--- src/rtl/sequencer_pkg.sv ---
// Shared command-word layout, opcode constants, FSM encoding and legality check
// for the memory write scheduler.
package sequencer_pkg;

  localparam logic [3:0] OP_NOP    = 4'd0;
  localparam logic [3:0] OP_MEM    = 4'd1;
  localparam logic [3:0] OP_DOT    = 4'd2;
  localparam logic [3:0] OP_SEL    = 4'd3;
  localparam logic [3:0] OP_CONFIG = 4'd4;
  localparam logic [3:0] OP_MEM_BC = 4'd5;

  localparam int CMD_WIDTH = 32;

  typedef enum logic [1:0] {
    ST_IDLE   = 2'd0,
    ST_SETUP  = 2'd1,
    ST_STROBE = 2'd2,
    ST_HOLD   = 2'd3
  } state_t;

  typedef struct packed {
    logic [3:0]  op;
    logic [3:0]  idx;
    logic [5:0]  addr;
    logic [1:0]  rsvd;
    logic [15:0] data;
  } cmd_t;

  // Per-driver opcodes are illegal when the index names a driver that does not exist.
  function automatic logic cmd_illegal(logic [3:0] op, logic [3:0] idx, int num_drivers);
    case (op)
      OP_NOP, OP_CONFIG, OP_MEM_BC: cmd_illegal = 1'b0;
      OP_MEM, OP_DOT, OP_SEL:       cmd_illegal = (int'(idx) >= num_drivers);
      default:                      cmd_illegal = 1'b1;
    endcase
  endfunction

endpackage

--- src/rtl/mem_write_scheduler_if.sv ---
// Command handshake plus the memory write bus (active-low strobes, address, data).
// The slave side is the scheduler; the master side feeds commands and observes writes.
interface mem_write_scheduler_if #(
  parameter int NUM_OF_DRIVERS     = 16,
  parameter int MEM_ADDRESS_LENGTH = 6
);
  logic                          cmd_valid;
  logic [31:0]                   cmd_data;
  logic                          cmd_ready;
  logic [NUM_OF_DRIVERS-1:0]     mem_write_n;
  logic [NUM_OF_DRIVERS-1:0]     mem_dot_write_n;
  logic [NUM_OF_DRIVERS-1:0]     mem_sel_write_n;
  logic                          write_config_n;
  logic [MEM_ADDRESS_LENGTH-1:0] wr_address;
  logic [15:0]                   wr_data;

  modport master (
    output cmd_valid, cmd_data,
    input  cmd_ready, mem_write_n, mem_dot_write_n, mem_sel_write_n,
    input  write_config_n, wr_address, wr_data
  );

  modport slave (
    input  cmd_valid, cmd_data,
    output cmd_ready, mem_write_n, mem_dot_write_n, mem_sel_write_n,
    output write_config_n, wr_address, wr_data
  );
endinterface

--- src/rtl/cmd_fifo.sv ---
// Show-ahead FIFO (head visible on rdata), zero-latency pop, push ignored when full.
// DEPTH must be a power of two >= 2 so the pointers wrap naturally.
module cmd_fifo #(
  parameter int WIDTH = 32,
  parameter int DEPTH = 4,
  localparam int AW = $clog2(DEPTH),
  localparam int CW = AW + 1
) (
  input  logic             clock,
  input  logic             reset,
  input  logic             push,
  input  logic [WIDTH-1:0] wdata,
  input  logic             pop,
  output logic [WIDTH-1:0] rdata,
  output logic             full,
  output logic             empty,
  output logic [CW-1:0]    count
);

  logic [WIDTH-1:0] mem_q [DEPTH];
  logic [AW-1:0]    wr_ptr_q;
  logic [AW-1:0]    rd_ptr_q;
  logic [CW-1:0]    count_q;
  logic             do_push;
  logic             do_pop;

  assign full    = (count_q == CW'(DEPTH));
  assign empty   = (count_q == '0);
  assign count   = count_q;
  assign rdata   = mem_q[rd_ptr_q];
  assign do_push = push && !full;
  assign do_pop  = pop && !empty;

  always_ff @(posedge clock or posedge reset) begin
    if (reset) begin
      wr_ptr_q <= '0;
      rd_ptr_q <= '0;
      count_q  <= '0;
    end else begin
      if (do_push) wr_ptr_q <= wr_ptr_q + AW'(1);
      if (do_pop)  rd_ptr_q <= rd_ptr_q + AW'(1);
      case ({do_push, do_pop})
        2'b10:   count_q <= count_q + CW'(1);
        2'b01:   count_q <= count_q - CW'(1);
        default: count_q <= count_q;
      endcase
    end
  end

  // Storage needs no reset: the count alone decides what is valid.
  always_ff @(posedge clock) begin
    if (do_push) mem_q[wr_ptr_q] <= wdata;
  end

endmodule

--- src/rtl/mem_write_scheduler.sv ---
// Buffers command words and replays each as a SETUP/STROBE/HOLD write outside the firing
// window; first strobe 2 cycles after acceptance, 1 write per 3 cycles, cmd_ready = !full.
module mem_write_scheduler
  import sequencer_pkg::*;
#(
  parameter int NUM_OF_DRIVERS     = 16,
  parameter int MEM_ADDRESS_LENGTH = 6,
  parameter int FIFO_DEPTH         = 4
) (
  input  logic                  clock,
  input  logic                  reset,
  mem_write_scheduler_if.slave  bus,
  input  logic                  cycle_active,
  input  logic                  err_clear,
  output logic                  busy,
  output logic                  illegal_cmd
);

  localparam int CW = $clog2(FIFO_DEPTH) + 1;

  cmd_t                          head;
  logic                          fifo_full;
  logic                          fifo_empty;
  logic [CW-1:0]                 fifo_count;
  logic                          push;
  logic                          launch;
  logic [NUM_OF_DRIVERS-1:0]     drv_sel_n;
  logic                          unused_bits;

  state_t                        state_q;
  logic                          rdy_q;
  logic [3:0]                    op_q;
  logic [3:0]                    idx_q;
  logic [MEM_ADDRESS_LENGTH-1:0] addr_q;
  logic [15:0]                   data_q;
  logic [NUM_OF_DRIVERS-1:0]     mem_wr_n_q;
  logic [NUM_OF_DRIVERS-1:0]     dot_wr_n_q;
  logic [NUM_OF_DRIVERS-1:0]     sel_wr_n_q;
  logic                          cfg_wr_n_q;
  logic                          illegal_q;

  cmd_fifo #(
    .WIDTH (CMD_WIDTH),
    .DEPTH (FIFO_DEPTH)
  ) u_fifo (
    .clock (clock),
    .reset (reset),
    .push  (push),
    .wdata (bus.cmd_data),
    .pop   (launch),
    .rdata (head),
    .full  (fifo_full),
    .empty (fifo_empty),
    .count (fifo_count)
  );

  // rdy_q keeps cmd_ready low through reset and for the cycle until the first edge after it.
  assign bus.cmd_ready = rdy_q && !fifo_full;
  assign push          = bus.cmd_valid && bus.cmd_ready;
  assign launch        = !fifo_empty && !cycle_active &&
                         ((state_q == ST_IDLE) || (state_q == ST_HOLD));
  assign drv_sel_n     = ~(NUM_OF_DRIVERS'(1) << idx_q);
  assign unused_bits   = ^{head.rsvd, head.addr};

  assign busy                = (fifo_count != '0) || (state_q != ST_IDLE);
  assign illegal_cmd         = illegal_q;
  assign bus.mem_write_n     = mem_wr_n_q;
  assign bus.mem_dot_write_n = dot_wr_n_q;
  assign bus.mem_sel_write_n = sel_wr_n_q;
  assign bus.write_config_n  = cfg_wr_n_q;
  assign bus.wr_address      = addr_q;
  assign bus.wr_data         = data_q;

  always_ff @(posedge clock or posedge reset) begin
    if (reset) begin
      state_q    <= ST_IDLE;
      rdy_q      <= 1'b0;
      op_q       <= OP_NOP;
      idx_q      <= '0;
      addr_q     <= '0;
      data_q     <= '0;
      mem_wr_n_q <= '1;
      dot_wr_n_q <= '1;
      sel_wr_n_q <= '1;
      cfg_wr_n_q <= 1'b1;
      illegal_q  <= 1'b0;
    end else begin
      rdy_q      <= 1'b1;
      mem_wr_n_q <= '1;
      dot_wr_n_q <= '1;
      sel_wr_n_q <= '1;
      cfg_wr_n_q <= 1'b1;
      if (err_clear) illegal_q <= 1'b0;
      case (state_q)
        ST_IDLE, ST_HOLD: begin
          if (launch) begin
            state_q <= ST_SETUP;
            op_q    <= head.op;
            idx_q   <= head.idx;
            addr_q  <= MEM_ADDRESS_LENGTH'(head.addr);
            data_q  <= head.data;
          end else begin
            state_q <= ST_IDLE;
          end
        end
        ST_SETUP: begin
          state_q <= ST_STROBE;
          // Written after the clear above so a simultaneous set wins.
          if (cmd_illegal(op_q, idx_q, NUM_OF_DRIVERS)) begin
            illegal_q <= 1'b1;
          end else begin
            case (op_q)
              OP_MEM:    mem_wr_n_q <= drv_sel_n;
              OP_DOT:    dot_wr_n_q <= drv_sel_n;
              OP_SEL:    sel_wr_n_q <= drv_sel_n;
              OP_CONFIG: cfg_wr_n_q <= 1'b0;
              OP_MEM_BC: mem_wr_n_q <= '0;
              default:   ;
            endcase
          end
        end
        ST_STROBE: state_q <= ST_HOLD;
        default:   state_q <= ST_IDLE;
      endcase
    end
  end

endmodule

--- src/flat_wrapper.sv ---
// flat-port wrapper written by rule: the top's interface ports become plain ports
module mem_write_scheduler_flat import sequencer_pkg::*;
#(
  parameter int NUM_OF_DRIVERS     = 16,
  parameter int MEM_ADDRESS_LENGTH = 6,
  parameter int FIFO_DEPTH         = 4
)
  (clock, reset, cycle_active, err_clear, busy, illegal_cmd, bus_cmd_valid, bus_cmd_data, bus_cmd_ready, bus_mem_write_n, bus_mem_dot_write_n, bus_mem_sel_write_n, bus_write_config_n, bus_wr_address, bus_wr_data);
  mem_write_scheduler_if #(.NUM_OF_DRIVERS(NUM_OF_DRIVERS), .MEM_ADDRESS_LENGTH(MEM_ADDRESS_LENGTH)) bus_i ();
  input  logic clock;
  input  logic reset;
  input  logic cycle_active;
  input  logic err_clear;
  output logic busy;
  output logic illegal_cmd;
  input wire logic [$bits(bus_i.cmd_valid)-1:0] bus_cmd_valid;
  input wire logic [$bits(bus_i.cmd_data)-1:0] bus_cmd_data;
  output wire logic [$bits(bus_i.cmd_ready)-1:0] bus_cmd_ready;
  output wire logic [$bits(bus_i.mem_write_n)-1:0] bus_mem_write_n;
  output wire logic [$bits(bus_i.mem_dot_write_n)-1:0] bus_mem_dot_write_n;
  output wire logic [$bits(bus_i.mem_sel_write_n)-1:0] bus_mem_sel_write_n;
  output wire logic [$bits(bus_i.write_config_n)-1:0] bus_write_config_n;
  output wire logic [$bits(bus_i.wr_address)-1:0] bus_wr_address;
  output wire logic [$bits(bus_i.wr_data)-1:0] bus_wr_data;
  assign bus_i.cmd_valid = bus_cmd_valid;
  assign bus_i.cmd_data = bus_cmd_data;
  assign bus_cmd_ready = bus_i.cmd_ready;
  assign bus_mem_write_n = bus_i.mem_write_n;
  assign bus_mem_dot_write_n = bus_i.mem_dot_write_n;
  assign bus_mem_sel_write_n = bus_i.mem_sel_write_n;
  assign bus_write_config_n = bus_i.write_config_n;
  assign bus_wr_address = bus_i.wr_address;
  assign bus_wr_data = bus_i.wr_data;
  mem_write_scheduler #(.NUM_OF_DRIVERS(NUM_OF_DRIVERS), .MEM_ADDRESS_LENGTH(MEM_ADDRESS_LENGTH), .FIFO_DEPTH(FIFO_DEPTH)) u_core (.clock(clock), .reset(reset), .bus(bus_i), .cycle_active(cycle_active), .err_clear(err_clear), .busy(busy), .illegal_cmd(illegal_cmd));
endmodule
--- config.mk ---
export PLATFORM = sky130hd
export DESIGN_NAME = mem_write_scheduler_flat
export DESIGN_NICKNAME = d
export VERILOG_FILES = /design/src/rtl/sequencer_pkg.sv /design/src/rtl/mem_write_scheduler_if.sv /design/src/rtl/cmd_fifo.sv /design/src/rtl/mem_write_scheduler.sv /design/src/flat_wrapper.sv
export SDC_FILE = /design/constraint.sdc
export NUM_CORES = 1
export LEC_CHECK = 0
export BUFFER_PORTS_ARGS = -buffer_cell sky130_fd_sc_hd__buf_4
export CORE_UTILIZATION = 40
export CTS_CLUSTER_DIAMETER = 30
export DETAILED_ROUTE_END_ITERATION = 10
export GPL_ROUTABILITY_DRIVEN = 0
export PLACE_DENSITY = 0.68
export SYNTH_ARGS = -nofsm -noshare
export SYNTH_HDL_FRONTEND = slang
export SYNTH_SLANG_ARGS = --single-unit
--- constraint.sdc ---
create_clock -name clock -period 3.7 [get_ports clock]
set_input_delay 0.74 -clock clock [delete_from_list [all_inputs] [get_ports clock]]
set_output_delay 0.74 -clock clock [all_outputs]
set_load 0.01 [all_outputs]
# [Word-level counts from Yosys, hierarchy flattened]
# Memory sizes are Yosys's and may differ from the RTL's. A register that Yosys moved wholly into a read port is not among the register bits.
# Index checks and enable logic that the tools add are counted.
[word_totals] latchBits=0 mem_count=1 elab_cells=70 mem_bits_ro=0 ramBits=128 reg_bits=60 output_inout_bits=74 in_bits=37
[classes] bitwise_logic=1 n_reduce_logical=20 div=0 order_cmp=0 eq_ne=11 shift=1 muxes=22 multipliers=0 add_sub_neg=4
[mem_list] name="u_core.u_fifo.mem_q" depth=4 word_bits=32 rd=1 rd_clocked_by_memory_dff=1 wr=1 line_no="cmd_fifo.sv:20" source="logic [WIDTH-1:0] mem_q [DEPTH];"
[op_table] op="two-way mux 16 bit" n=8
[op_table] op="one-hot mux 16 bit (2 select lines)" n=1
[op_table] op="NOT 16 bit" n=1
[op_table] op="left shift 1 x 4 -> 16 bit (first input constant)" n=1
[op_table] op="two-way mux 1 bit" n=11
[op_table] op="equality test 4 x 2 -> 1 bit (second input constant)" n=2
[op_table] op="equality test 4 x 3 -> 1 bit (second input constant)" n=2
[op_table] op="equality test 2 bit (second input constant)" n=3
[op_table] op="logical AND 1 bit" n=6
[op_table] op="one-hot mux 2 bit (3 select lines)" n=1
[op_table] op="one-hot mux 3 bit (2 select lines)" n=1
[op_table] op="OR reduction 6 bit" n=1
[op_table] op="adder 2 x 1 -> 2 bit (second input constant)" n=2
[op_table] op="equality test 2 x 1 -> 1 bit (second input constant)" n=2
[op_table] op="equality test 4 x 1 -> 1 bit (second input constant)" n=1
[op_table] op="logical NOT 4 bit" n=1
[op_table] op="nonzero test 2 bit" n=2
[op_table] op="adder 3 x 1 -> 3 bit (second input constant)" n=1
[op_table] op="equality test 3 bit (second input constant)" n=1
[op_table] op="logical NOT 1 bit" n=3
[op_table] op="logical NOT 3 bit" n=1
[op_table] op="nonzero test 3 bit" n=1
[op_table] op="subtractor 3 x 1 -> 3 bit (second input constant)" n=1
[op_table] op="logical NOT 2 bit" n=1
[op_table] op="3 further kinds" n=4

# [Logic depth before layout (Yosys ltp)]
# Gate-level depths: netlist of run 1.
[logic_depth] depth_word=7 ltp_mapped=12 mapped_depth_nobuf=10

# [Hierarchy]
# From an unflattened synthesis of run 1, not the netlist that was laid out.
[unflattened] cells_unflattened=420 area_unflattened_um2=8381.8
[by_module_without_submodules] mod="cmd_fifo" area_per_inst_um2=5094.9 seq_area_each_um2=4018.9 n_inst=1 cells_each=206
[by_module_without_submodules] mod="mem_write_scheduler" area_per_inst_um2=3286.9 seq_area_each_um2=2138.3 n_inst=1 cells_each=214

# [Least setup slack after synthesis of run 1]
# Ideal clock, no wire load.
[synth_timing] path_type="input to register" startpoint="input port cycle_active" endpoint="register u_core.u_fifo.count_q[2], in the netlist u_core.u_fifo.count[2]" cell_stages=10 n_path_buf=2 t_required_ps=3620 slack_ps=1194 setup_time_ps=80 arrival_time_ps=2426 cell_sequence="or3_1 buf_6 buf_8 inv_1 ha_1 inv_1 fa_1 xor2_1 nor2_1 xnor2_1"
[synth_via] elab_chain_len=6 elab_cells_between_ends=8 classes_between="eq/ne: 2; mux: 1; reduce/logical: 5"
[synth_rtl] item="from (decl)" line_no="flat_wrapper.sv:12" source="input logic cycle_active;"
[synth_rtl] item="logical NOT 1 bit (*)" line_no="mem_write_scheduler.sv:60" source="assign launch = !fifo_empty && !cycle_active &&"
[synth_rtl] item="logical AND 1 bit (*) (2 in series)" line_no="mem_write_scheduler.sv:60"
[synth_rtl] item="logical AND 1 bit (*)" line_no="cmd_fifo.sv:32" source="assign do_pop = pop && !empty;"
[synth_rtl] item="named net u_core.u_fifo.do_pop" line_no="cmd_fifo.sv:25" source="logic do_pop;"
[synth_rtl] item="equality test 2 x 1 -> 1 bit / equality test 2 bit (equally long branches)" line_no="cmd_fifo.sv:42" source="case ({do_push, do_pop})"
[synth_rtl] item="one-hot mux 3 bit (2 select lines) / nonzero test 2 bit (equally long branches)"
[synth_rtl] item="to (signal assigned)" line_no="cmd_fifo.sv:43" source="2'b10: count_q <= count_q + CW'(1);"
[synth_rtl] item="to (signal assigned)" line_no="cmd_fifo.sv:44" source="2'b01: count_q <= count_q - CW'(1);"
[synth_rtl] item="to (signal assigned)" line_no="cmd_fifo.sv:45" source="default: count_q <= count_q;"
[synth_rtl] item="to (decl)" line_no="cmd_fifo.sv:23" source="logic [CW-1:0] count_q;"
# The timed path passes the listed nets; every way through them passes the cells marked *.
# A chain may end at the register's enable or synchronous reset.

# [Final worst setup path of run 1]
[layout_timing] startpoint="register u_core.state_q[0]" endpoint="register u_core.u_fifo.count_q[2], in the netlist u_core.u_fifo.count[2]"
[layout_via] elab_chain_len=6 elab_cells_between_ends=9 classes_between="eq/ne: 3; mux: 1; reduce/logical: 5"
[layout_rtl] item="from (decl)" line_no="mem_write_scheduler.sv:30" source="state_t state_q;"
[layout_rtl] item="from (signal assigned)" line_no="mem_write_scheduler.sv:76" source="state_q <= ST_IDLE;"
[layout_rtl] item="from (signal assigned)" line_no="mem_write_scheduler.sv:97" source="state_q <= ST_SETUP;"
[layout_rtl] item="from (signal assigned)" line_no="mem_write_scheduler.sv:103" source="state_q <= ST_IDLE;"
[layout_rtl] item="equality test 2 bit / logical NOT 2 bit (equally long branches)" line_no="mem_write_scheduler.sv:61" source="((state_q == ST_IDLE) || (state_q == ST_HOLD));"
[layout_rtl] item="logical OR 1 bit (*)" line_no="mem_write_scheduler.sv:61"
[layout_rtl] item="logical AND 1 bit (*)" line_no="mem_write_scheduler.sv:60"
[layout_rtl] item="logical AND 1 bit (*)" line_no="cmd_fifo.sv:32"
[layout_rtl] item="named net u_core.u_fifo.do_pop" line_no="cmd_fifo.sv:25"
[layout_rtl] item="equality test 2 x 1 -> 1 bit / equality test 2 bit (equally long branches)" line_no="cmd_fifo.sv:42"
[layout_rtl] item="one-hot mux 3 bit (2 select lines) / nonzero test 2 bit (equally long branches)"
# Marked as above.

==> impl_metrics.toml, run 1 <==
[power]
power_frac_comb_pct = 22.1
intPower_w = 0.00607
ir_worst_vdd_uv = 366
power.density_mw_per_mm2 = 828
seq_power_share_pct = 39.4
p_leak_nw = 3.87
power_frac_clock_pct = 38.5
p_sw_share_pct = 27.7
switching_power_w = 0.00233

[global_routing]
grt_antenna_before_repair = 0
use_met2_pct = 25.1
grt_start_max_net_pins = 83
grt_pass1_vias = 4177
top_usage_layer = "met2"
met1_usage_pct = 18.2
track_usage_pct = 14.9
use_met3_pct = 4.27
grt_pass1_wl_um = 22700
gr-total-overflow = 0

[cells_and_area]
fill_cells = 1547
nNetsFinal = 591
layoutNonFillerInstCount = 834
syn_to_final_growth_pct = 29.2
n_antenna_cell = 0
drive_above_1_share_pct = 52.1

[detailed_routing]
antenna_left = 0
vias_per_cell = 4.74
drc = 0
firstDrtPassIters = 4
dr_total_vias = 3957
drt_first_iter_violations = 147
wirelength_um = 14400
drt-wirelength-per-cell_um = 17.3

[synth]
syn_avg_cell_area_sq_um = 19.2
synthesis.area_sq_mm = 0.00785
seq_area_frac_synth_pct = 75.4
synth_nets = 455
synthCells = 409
ys_types = 34
synth_seq_cells = 210
ys_warn_count = 0

[sta]
max_freq_mhz = 405
relSlewSlack_pct = 25.9
fin_tns_setup_ns = 0
rsz0062_at_grt = "false"
fin_skew_ns = 0.0135
finalHoldViolCount = 0
slew_violations = 0
min_period_ns = 2.47
setup_viol = 0
tightestPinTransition_ns = 1.11
period_share_pct = 66.7

[floorplanning]
row_count = 50
start_util_pct = 41.4
pin_count = 111
die_h_um = 142
fp.dieW_um = 142
coreArea_sq_mm = 0.0190
die_area_sq_mm = 0.0202

[run]
maxCapViolations = 0

[setup_path]
start_kind = "flop"
cp.arrival_ns = 2.88
timing.rr.start = "u_core.state_q[0]"
rrSetupSlack_ns = 1.23
cp_max_fo = 4
startpoint = "u_core.state_q[0]"
crit_type = "reg -> reg"
worst_ep_required_time_ns = 4.11
worstRegToRegCells = 10
end_kind = "flop"
r2r-end = "u_core.u_fifo.count[2]"

[clocking]
cts_max_level = 2
root_buffer = "clkbuf_16"
cts_hold_buf = 0
clk_pin_slew_ns = 0.05
worst_skew_pair.late_latency_ns = 0.50
numCtsBuffers = 37
cts_setup_buffers = 0
cts_sinks = 210
tritoncts = "built"
clk_path_buf_depth = 3
post_cts_resize_count = 0

[worst_hold_path]
hold_end = "u_core.illegal_cmd"
whs_path_depth = 2
worstHoldPathType = "in -> reg"
hold_start = "err_clear"

[place]
dp.cells = 766
dp_hpwl_um = 8520
io_buffer_count = 108

[status]
run_status = "finished, final reports clean"
-- cell usage in the layout, fill, tap and decap left out, types with 3 or more instances in the layout --
cell type and instances:
dfstp_2 49, dfrtp_1 39, nand2b_1 5, edfxtp_1 120
clkinv_4 7, nand2_1 38, clkinvlp_4 8, buf_4 112
nor2_1 11, inv_1 12, nor3_1 8, mux4_2 30
and2_2 4, inv_6 3, xnor2_1 5, clkbuf_16 40
ha_1 8, o21ai_0 16, mux2_2 4, mux2_4 27
clkinv_2 5
-- power groups by stage --
| stage | Clock, W | Sequential (W) | Combinational, W |
|---|---|---|---|
| after floorplan | 0 | 0.00321 | 0.00147 |
| after global placement | 0 | 0.00333 | 0.00183 |
| after detailed placement | 0 | 0.00335 | 0.00189 |
| after CTS | 0.00330 | 0.00332 | 0.00189 |
| after global routing | 0.00339 | 0.00337 | 0.00202 |
| final | 0.00323 | 0.00330 | 0.00185 |
-- logic make-up (layout without fill, tap and decap cells) --
group	after synthesis	after routing	synth area share, %
flops	210	210	75.4
simple gates	73	73	4.18
mux	62	62	14.5
buf+inv	28	193	2.26
compound gates	20	20	1.40
fa+ha+maj	9	9	1.53
xor+xnor	6	6	0.670
other cells	1	1	0.0478
-- Yosys cell counts --
cell type / n / share of area [%]
a21oi_1: 1 / 0.064
and2_1: 4 / 0.32
buf_1: 2 / 0.096
buf_12: 2 / 0.51
buf_2: 2 / 0.13
buf_4: 1 / 0.096
buf_6: 3 / 0.43
buf_8: 1 / 0.19
clkbuf_1: 4 / 0.19
conb_1: 1 / 0.048
dfrtp_1: 41 / 13
dfstp_2: 49 / 16
edfxtp_1: 120 / 46
fa_1: 1 / 0.26
ha_1: 8 / 1.3
inv_1: 13 / 0.62
mux2_2: 4 / 0.57
mux2_4: 27 / 5.2
mux2i_1: 1 / 0.13
mux4_2: 30 / 8.6
nand2_1: 38 / 1.8
nand2b_1: 5 / 0.40
nand3b_1: 1 / 0.096
nor2_1: 11 / 0.53
nor3_1: 9 / 0.57
nor4_1: 2 / 0.16
o21ai_0: 16 / 1.0
o22ai_1: 1 / 0.080
o311a_1: 1 / 0.13
o31a_1: 1 / 0.11
or3_1: 2 / 0.16
or4b_2: 1 / 0.13
xnor2_1: 5 / 0.56
xor2_1: 1 / 0.11
-- sequential cells by signal (all words and copies together), names as in the netlist, 2 cells and up --
| signal | cells |
|---|---|
| u_core.bus.mem_dot_write_n | 16 |
| u_core.bus.mem_sel_write_n | 16 |
| u_core.bus.mem_write_n | 16 |
| u_core.bus.wr_address | 6 |
| u_core.bus.wr_data | 16 |
| u_core.idx_q | 4 |
| u_core.op_q | 4 |
| u_core.state_q | 2 |
| u_core.u_fifo.count | 3 |
| u_core.u_fifo.mem_q | 120 |
| u_core.u_fifo.rd_ptr_q | 2 |
| u_core.u_fifo.wr_ptr_q | 2 |
-- worst max-delay path by stage --
stage,endpoint,slack (ns),cells after the start
detailed placement,u_core.u_fifo.count[2],1.16,9
CTS,u_core.u_fifo.count[2],1.22,10
floorplan,u_core.bus.wr_address[0],0.71,1
global route,u_core.u_fifo.count[2],1.11,10
finish,u_core.u_fifo.count[2],1.23,10
global placement,u_core.u_fifo.count[2],1.18,9
-- layout make-up --
type	instances	area, sq um	area share, %
clock inverters	27	231	2.28
well taps	260	325	3.21
inverters	13	51.3	0.506
flip-flops and latches	210	5920	58.4
clock buffers	41	1000	9.91
repair buffers	112	841	8.30
multi-input cells	171	1760	17.4
-- per-stage QoR --
step	hold slack (ns)	utilization [%]	area [sq um]	total power (W)	worst slack, ns
6_report	0.433	53.5	10100	0.00839	1.23
5_1_grt	0.426	53.5	10100	0.00878	1.11
4_1_cts	0.414	53.5	10100	0.00851	1.22
3_5_place_dp	0.483	46.9	8900	0.00524	1.16
3_3_place_gp	0.478	46.9	8890	0.00516	1.18
2_1_floorplan	0.422	-	7850	0.00468	0.706
-- worst max-delay path, stage by stage, from the launching register on --
cell     delay (ns)
dfrtp_1        0.35
inv_1          0.06
ha_1           0.33
or3_2          0.50
inv_1          0.07
ha_1           0.19
inv_1          0.07
fa_1           0.43
xor2_1         0.15
nor2_1         0.12
xnor2_1        0.12
-- routing by layer --
| layer | part of all wire, % | vias up | wire [um] |
|---|---|---|---|
| met3 | 5.9 | 27 | 852 |
| li1 | - | 1804 | - |
| met1 | 42 | 1999 | 6030 |
| met5 | 0 | - | 0 |
| met4 | 2.3 | 0 | 329 |
| met2 | 50 | 127 | 7230 |
(Power assumes the default switching activity.)
==> run 2, diff against run 1 <==
Settings changed: PLACE_DENSITY 0.68 to 0.7.
Clock period 3.7 ns to 2.1 ns, I/O delays scaled along.
==> run 2 against run 1 <==
Against the previous run:
- die area is the same
- maximum frequency grew 18%
- count of clock-buffer cells in the layout grew 8
- hold slack lost 0.32 ns
- first-iteration DRC count grew 45%
- global-route usage grew 1.5 points
- clock power grew 96%
- critical path type unchanged
- core utilization grew 2.3 points
==> impl_metrics.toml, run 2 (synthesized netlist as in run 1, its figures left out) <==
[cells_and_area]
largest_reg_flops = 120
final_common_cell = "buf_4"
largest_register = "u_core.u_fifo.mem_q"
layoutNonFillerInstCount = 862
nNetsFinal = 618
seq_area_sq_mm = 0.00592
n_antenna_cell = 0
syn_to_final_growth_pct = 34.7
final_cell_area_sq_mm = 0.0106
fill_cells = 1443
multi_input_area_sq_mm = 0.00179
drive_above_1_share_pct = 53.7
final_cell_mix = "buf_4, edfxtp_1, dfstp_2"
fin_util_pct = 55.7

[setup_path]
cp.buffers_inverters = 3
cp.arrival_ns = 2.51
worst_ep_required_time_ns = 2.52
crit_type = "reg -> reg"
critPathTopFamily = "adder cells"
cp_slowest_stage_delay_ns = 0.38
end_kind = "flop"
cp_max_fo = 2
crit_slowest_cell = "dfrtp_1"
start_kind = "flop"
rrSetupSlack_ns = 0.01
crit_chain = "inv_2 > ha_4 > or3_4 > inv_4 > ha_4 > inv_2 > fa_2 > xor2_1 > nor2_1 > xnor2_1"

[global_routing]
grt_antenna_before_repair = 0
top_usage_layer = "met2"
track_usage_pct = 16.4
grt_start_max_net_pins = 41
met1_usage_pct = 19.3
gr-total-overflow = 0
use_met2_pct = 28.6
grt_pass1_wl_um = 24900
use_met3_pct = 4.17
grt_pass1_vias = 4636

[detailed_routing]
drt_first_iter_violations = 213
antenna_left = 0
dr_total_vias = 4153
drt-wirelength-per-cell_um = 17.9
vias_per_cell = 4.82
drc = 0
firstDrtPassIters = 4
wirelength_um = 15400

[sta]
fin_skew_ns = 0.0133
max_freq_mhz = 479
tightestPinTransition_ns = 0.644
period_share_pct = 99.5
finalHoldViolCount = 0
slew_violations = 0
setup_viol = 0
relSlewSlack_pct = 57.1
rsz0062_at_grt = "true"
min_period_ns = 2.09

[place]
dp.cells = 788
io_buffer_count = 108
dp_hpwl_um = 9790
dpl_cell_area_sq_mm = 0.00915

[clocking]
cts_sinks = 210
root_buffer = "clkbuf_16"
numCtsBuffers = 39
worst_skew_pair.late_latency_ns = 0.51
tritoncts = "built"
clk_path_buf_depth = 3
cts_max_level = 2
clk_pin_slew_ns = 0.05

[worst_hold_path]
worstHoldPathType = "in -> reg"

[floorplanning]
start_util_pct = 41.4
die_h_um = 142
fp.dieW_um = 142
die_area_sq_mm = 0.0202
coreArea_sq_mm = 0.0190
row_count = 50
pin_count = 111

[power]
power_w = 0.0158
ir_worst_vdd_uv = 984
p_leak_nw = 4.08
power.density_mw_per_mm2 = 1500

[run]
maxCapViolations = 0

[status]
run_status = "finished, final reports clean"
==> run 2: through the flow <==
step | setup TNS, ns | setup slack, ns | hold slack [ns]
floorplan | -0.326 | -0.211 | 0.422
global placement | -0.0896 | -0.0896 | 0.467
CTS | 0 | 0.000394 | 0.0948
finish | 0 | 0.0105 | 0.110
global route | -0.0662 | -0.0662 | 0.0996
detailed placement | -0.154 | -0.125 | 0.485
==> run 2: layout make-up <==
| type | instances | share of cell area, % |
|---|---|---|
| repair buffers | 137 | 10.5 |
| clock buffers | 49 | 10.4 |
| inverters | 13 | 0.521 |
| well taps | 260 | 3.08 |
| clock inverters | 22 | 2.57 |
| flip-flops and latches | 210 | 56.0 |
| multi-input cells | 171 | 16.9 |
==> run 2: power by group <==
group          switching (W)  internal, W
clock network        0.00201      0.00433
logic                0.00166      0.00219
registers           0.000492      0.00515
total                0.00417       0.0117
==> run 2: worst register-to-register path: stages, from the launching register on <==
cell     delay [ns]
dfrtp_1        0.38
inv_2          0.09
ha_4           0.20
or3_4          0.38
inv_4          0.07
ha_4           0.13
inv_2          0.04
fa_2           0.33
xor2_1         0.15
nor2_1         0.13
xnor2_1        0.12
==> run 2: worst paths after layout <==
path,start,endpoint,cells past startpoint
max,u_core.state_q[0],u_core.u_fifo.count[2],10
min,bus_cmd_data[22],u_core.u_fifo.mem_q[3][22],1
max reg2reg,u_core.state_q[0],u_core.u_fifo.count[2],10
min reg2reg,u_core.op_q[2],u_core.bus.write_config_n,1
max in group asynchronous,reset,u_core.u_fifo.rd_ptr_q[0],4
min in group asynchronous,reset,u_core.illegal_cmd,3
==> run 2: what timing repair did <==
action / in CTS / in global routing
hold buffers: 1 / 0
buffers inserted: 1 / 1
cloned: 0 / 0
gates resized for setup: 3 / 1
endpoints found under the hold margin: 1 / 0
pin swaps: 3 / 3
endpoints found under the setup margin: 2 / 1
==> run 2: metal layers <==
layer | wire length (um) | up-vias
met5 | 0 | -
met4 | 352 | 0
met3 | 954 | 33
met2 | 7900 | 147
met1 | 6230 | 2111
li1 | - | 1862
==> run 3, diff against run 2 <==
Settings changed: CELL_PAD_IN_SITES_DETAIL_PLACEMENT from default to 1, CELL_PAD_IN_SITES_GLOBAL_PLACEMENT from default to 2, CORE_UTILIZATION 40 to 38, PLACE_DENSITY 0.7 to 0.84.
==> run 3 against run 2 <==
Against the previous run:
- combinational power up 2%
- register-to-register slack about the same
- sequential cell count did not move
- hold slack worse by 0.012 ns
- sequential share of layout area down 0.64 points
- final cell count increased by 1.9%
- critical path type unchanged
==> impl_metrics.toml, run 3 (synthesized netlist as in run 1, its figures left out) <==
[cells_and_area]
fin_util_pct = 52.8
largest_reg_flops = 120
final_common_cell = "buf_4"
syn_to_final_growth_pct = 36.2
nNetsFinal = 621
largest_register = "u_core.u_fifo.mem_q"
final_cell_mix = "buf_4, edfxtp_1, dfstp_2"
n_antenna_cell = 0
drive_above_1_share_pct = 54.3

[floorplanning]
row_count = 52
die_h_um = 146
fp.dieW_um = 146
coreArea_sq_mm = 0.0202
die_area_sq_mm = 0.0212
start_util_pct = 38.8
pin_count = 111

[power]
switching_power_w = 0.00441
power.density_mw_per_mm2 = 1540
power_w = 0.0165
power_frac_clock_pct = 41.8
p_leak_nw = 4.14
intPower_w = 0.0121
power_frac_comb_pct = 23.8
p_sw_share_pct = 26.7
ir_worst_vdd_uv = 844
seq_power_share_pct = 34.3

[detailed_routing]
drt-wirelength-per-cell_um = 20.3
firstDrtPassIters = 4
dr_total_vias = 4215
antenna_left = 0
vias_per_cell = 4.80
drc = 0
wirelength_um = 17800
drt_first_iter_violations = 138

[worst_hold_path]
hold_start = "err_clear"
worstHoldPathType = "in -> reg"

[clocking]
clk_path_buf_depth = 3
tritoncts = "built"
numCtsBuffers = 42
cts_max_level = 2
cts_sinks = 210
clk_pin_slew_ns = 0.05
worst_skew_pair.late_latency_ns = 0.51
root_buffer = "clkbuf_16"

[setup_path]
rrSetupSlack_ns = 0.01
timing.rr.start = "u_core.state_q[0]"
worst_ep_required_time_ns = 2.53
cp_max_fo = 2
cp_slowest_stage_delay_ns = 0.39
startpoint = "u_core.state_q[0]"
r2r-end = "u_core.u_fifo.count[2]"
end_kind = "flop"
worstRegToRegCells = 10
cp.arrival_ns = 2.51
crit_end = "u_core.u_fifo.count[2]"
start_kind = "flop"
crit_type = "reg -> reg"
crit_chain = "inv_2 > ha_4 > or3_4 > inv_4 > ha_4 > inv_2 > fa_2 > xor2_1 > nor2_1 > xnor2_1"
crit_slowest_cell = "or3_4"

[run]
maxCapViolations = 0

[global_routing]
grt_pass1_vias = 4974
grt_pass1_wl_um = 28600
top_usage_layer = "met2"
use_met2_pct = 31.9
gr-total-overflow = 0
grt_antenna_before_repair = 0
track_usage_pct = 17.7
grt_start_max_net_pins = 48
use_met3_pct = 4.42
met1_usage_pct = 20.1

[place]
io_buffer_count = 108
dp_hpwl_um = 10800

[sta]
rsz0062_at_grt = "true"
min_period_ns = 2.09
period_share_pct = 99.3
relSlewSlack_pct = 58.1
tightestPinTransition_ns = 0.628
max_freq_mhz = 480
finalHoldViolCount = 0
setup_viol = 0
fin_skew_ns = 0.0179
slew_violations = 0

[status]
run_status = "finished, final reports clean"
[run 3: changes by cell type in the layout (fill, tap and decap cells not counted), sizes merged]
cell      before  now
inv           16   18
clkinv         9    8
bufinv         5    6
clkbuf        49   54
clkinvlp       5    4
[run 3: metal layers]
metal,vias to the layer above,part of all wire [%]
li1,1868,-
met1,2166,39
met2,146,54
met3,35,5.6
met4,0,2.2
met5,-,0
[run 3: final cells by class]
| type | count | area, sq um |
|---|---|---|
| Timing Repair Buffer | 137 | 1090 |
| Multi-Input combinational cell | 171 | 1790 |
| Clock inverter | 23 | 302 |
| Inverter | 13 | 55.1 |
| Clock buffer | 54 | 1190 |
| Tap cell | 270 | 338 |
| Fill cell | 1860 | 9550 |
| Sequential cell | 210 | 5920 |
[run 3: repair_timing]
item / CTS / global route
hold endpoints to repair: 16 / 0
setup buffers: 2 / 1
gates resized for setup: 4 / 0
hold buffers: 1 / 0
setup endpoints to repair: 2 / 1
cloned: 0 / 0
pin swaps: 4 / 3
[run 3: critical path: cells and delay by family (launching register included)]
family	cells	cell delay (ns)
fa+ha+maj	3	0.66
buf+inv	3	0.18
simple gates	2	0.52
xor+xnor	2	0.27
flops	1	0.38
[run 3: worst min path at each step]
stage	end	depth (start not counted)
after floorplan	u_core.bus.write_config_n	1
after global placement	u_core.bus.write_config_n	1
after detailed placement	u_core.bus.write_config_n	1
after CTS	u_core.illegal_cmd	2
after global routing	u_core.illegal_cmd	2
final	u_core.illegal_cmd	2
[run 3: power groups by stage]
| stage | Combinational, W | Clock (W) | Sequential [W] |
|---|---|---|---|
| floorplan | 0.00263 | 0 | 0.00565 |
| global placement | 0.00369 | 0 | 0.00566 |
| detailed placement | 0.00386 | 0 | 0.00570 |
| CTS | 0.00400 | 0.00703 | 0.00568 |
| global route | 0.00425 | 0.00722 | 0.00575 |
| finish | 0.00393 | 0.00691 | 0.00566 |
[run 3: per-stage QoR]
step	hold slack (ns)	area, sq um	setup WS [ns]	TNS [ns]	std cells
2_1_floorplan	0.422	7870	-0.211	-0.326	409
3_3_place_gp	0.469	9140	-0.0895	-0.0895	797
3_5_place_dp	0.489	9140	-0.158	-0.199	797
4_1_cts	0.0829	10700	0.000792	0	877
5_1_grt	0.0940	10700	-0.0830	-0.285	878
6_report	0.0979	10700	0.0150	0	878
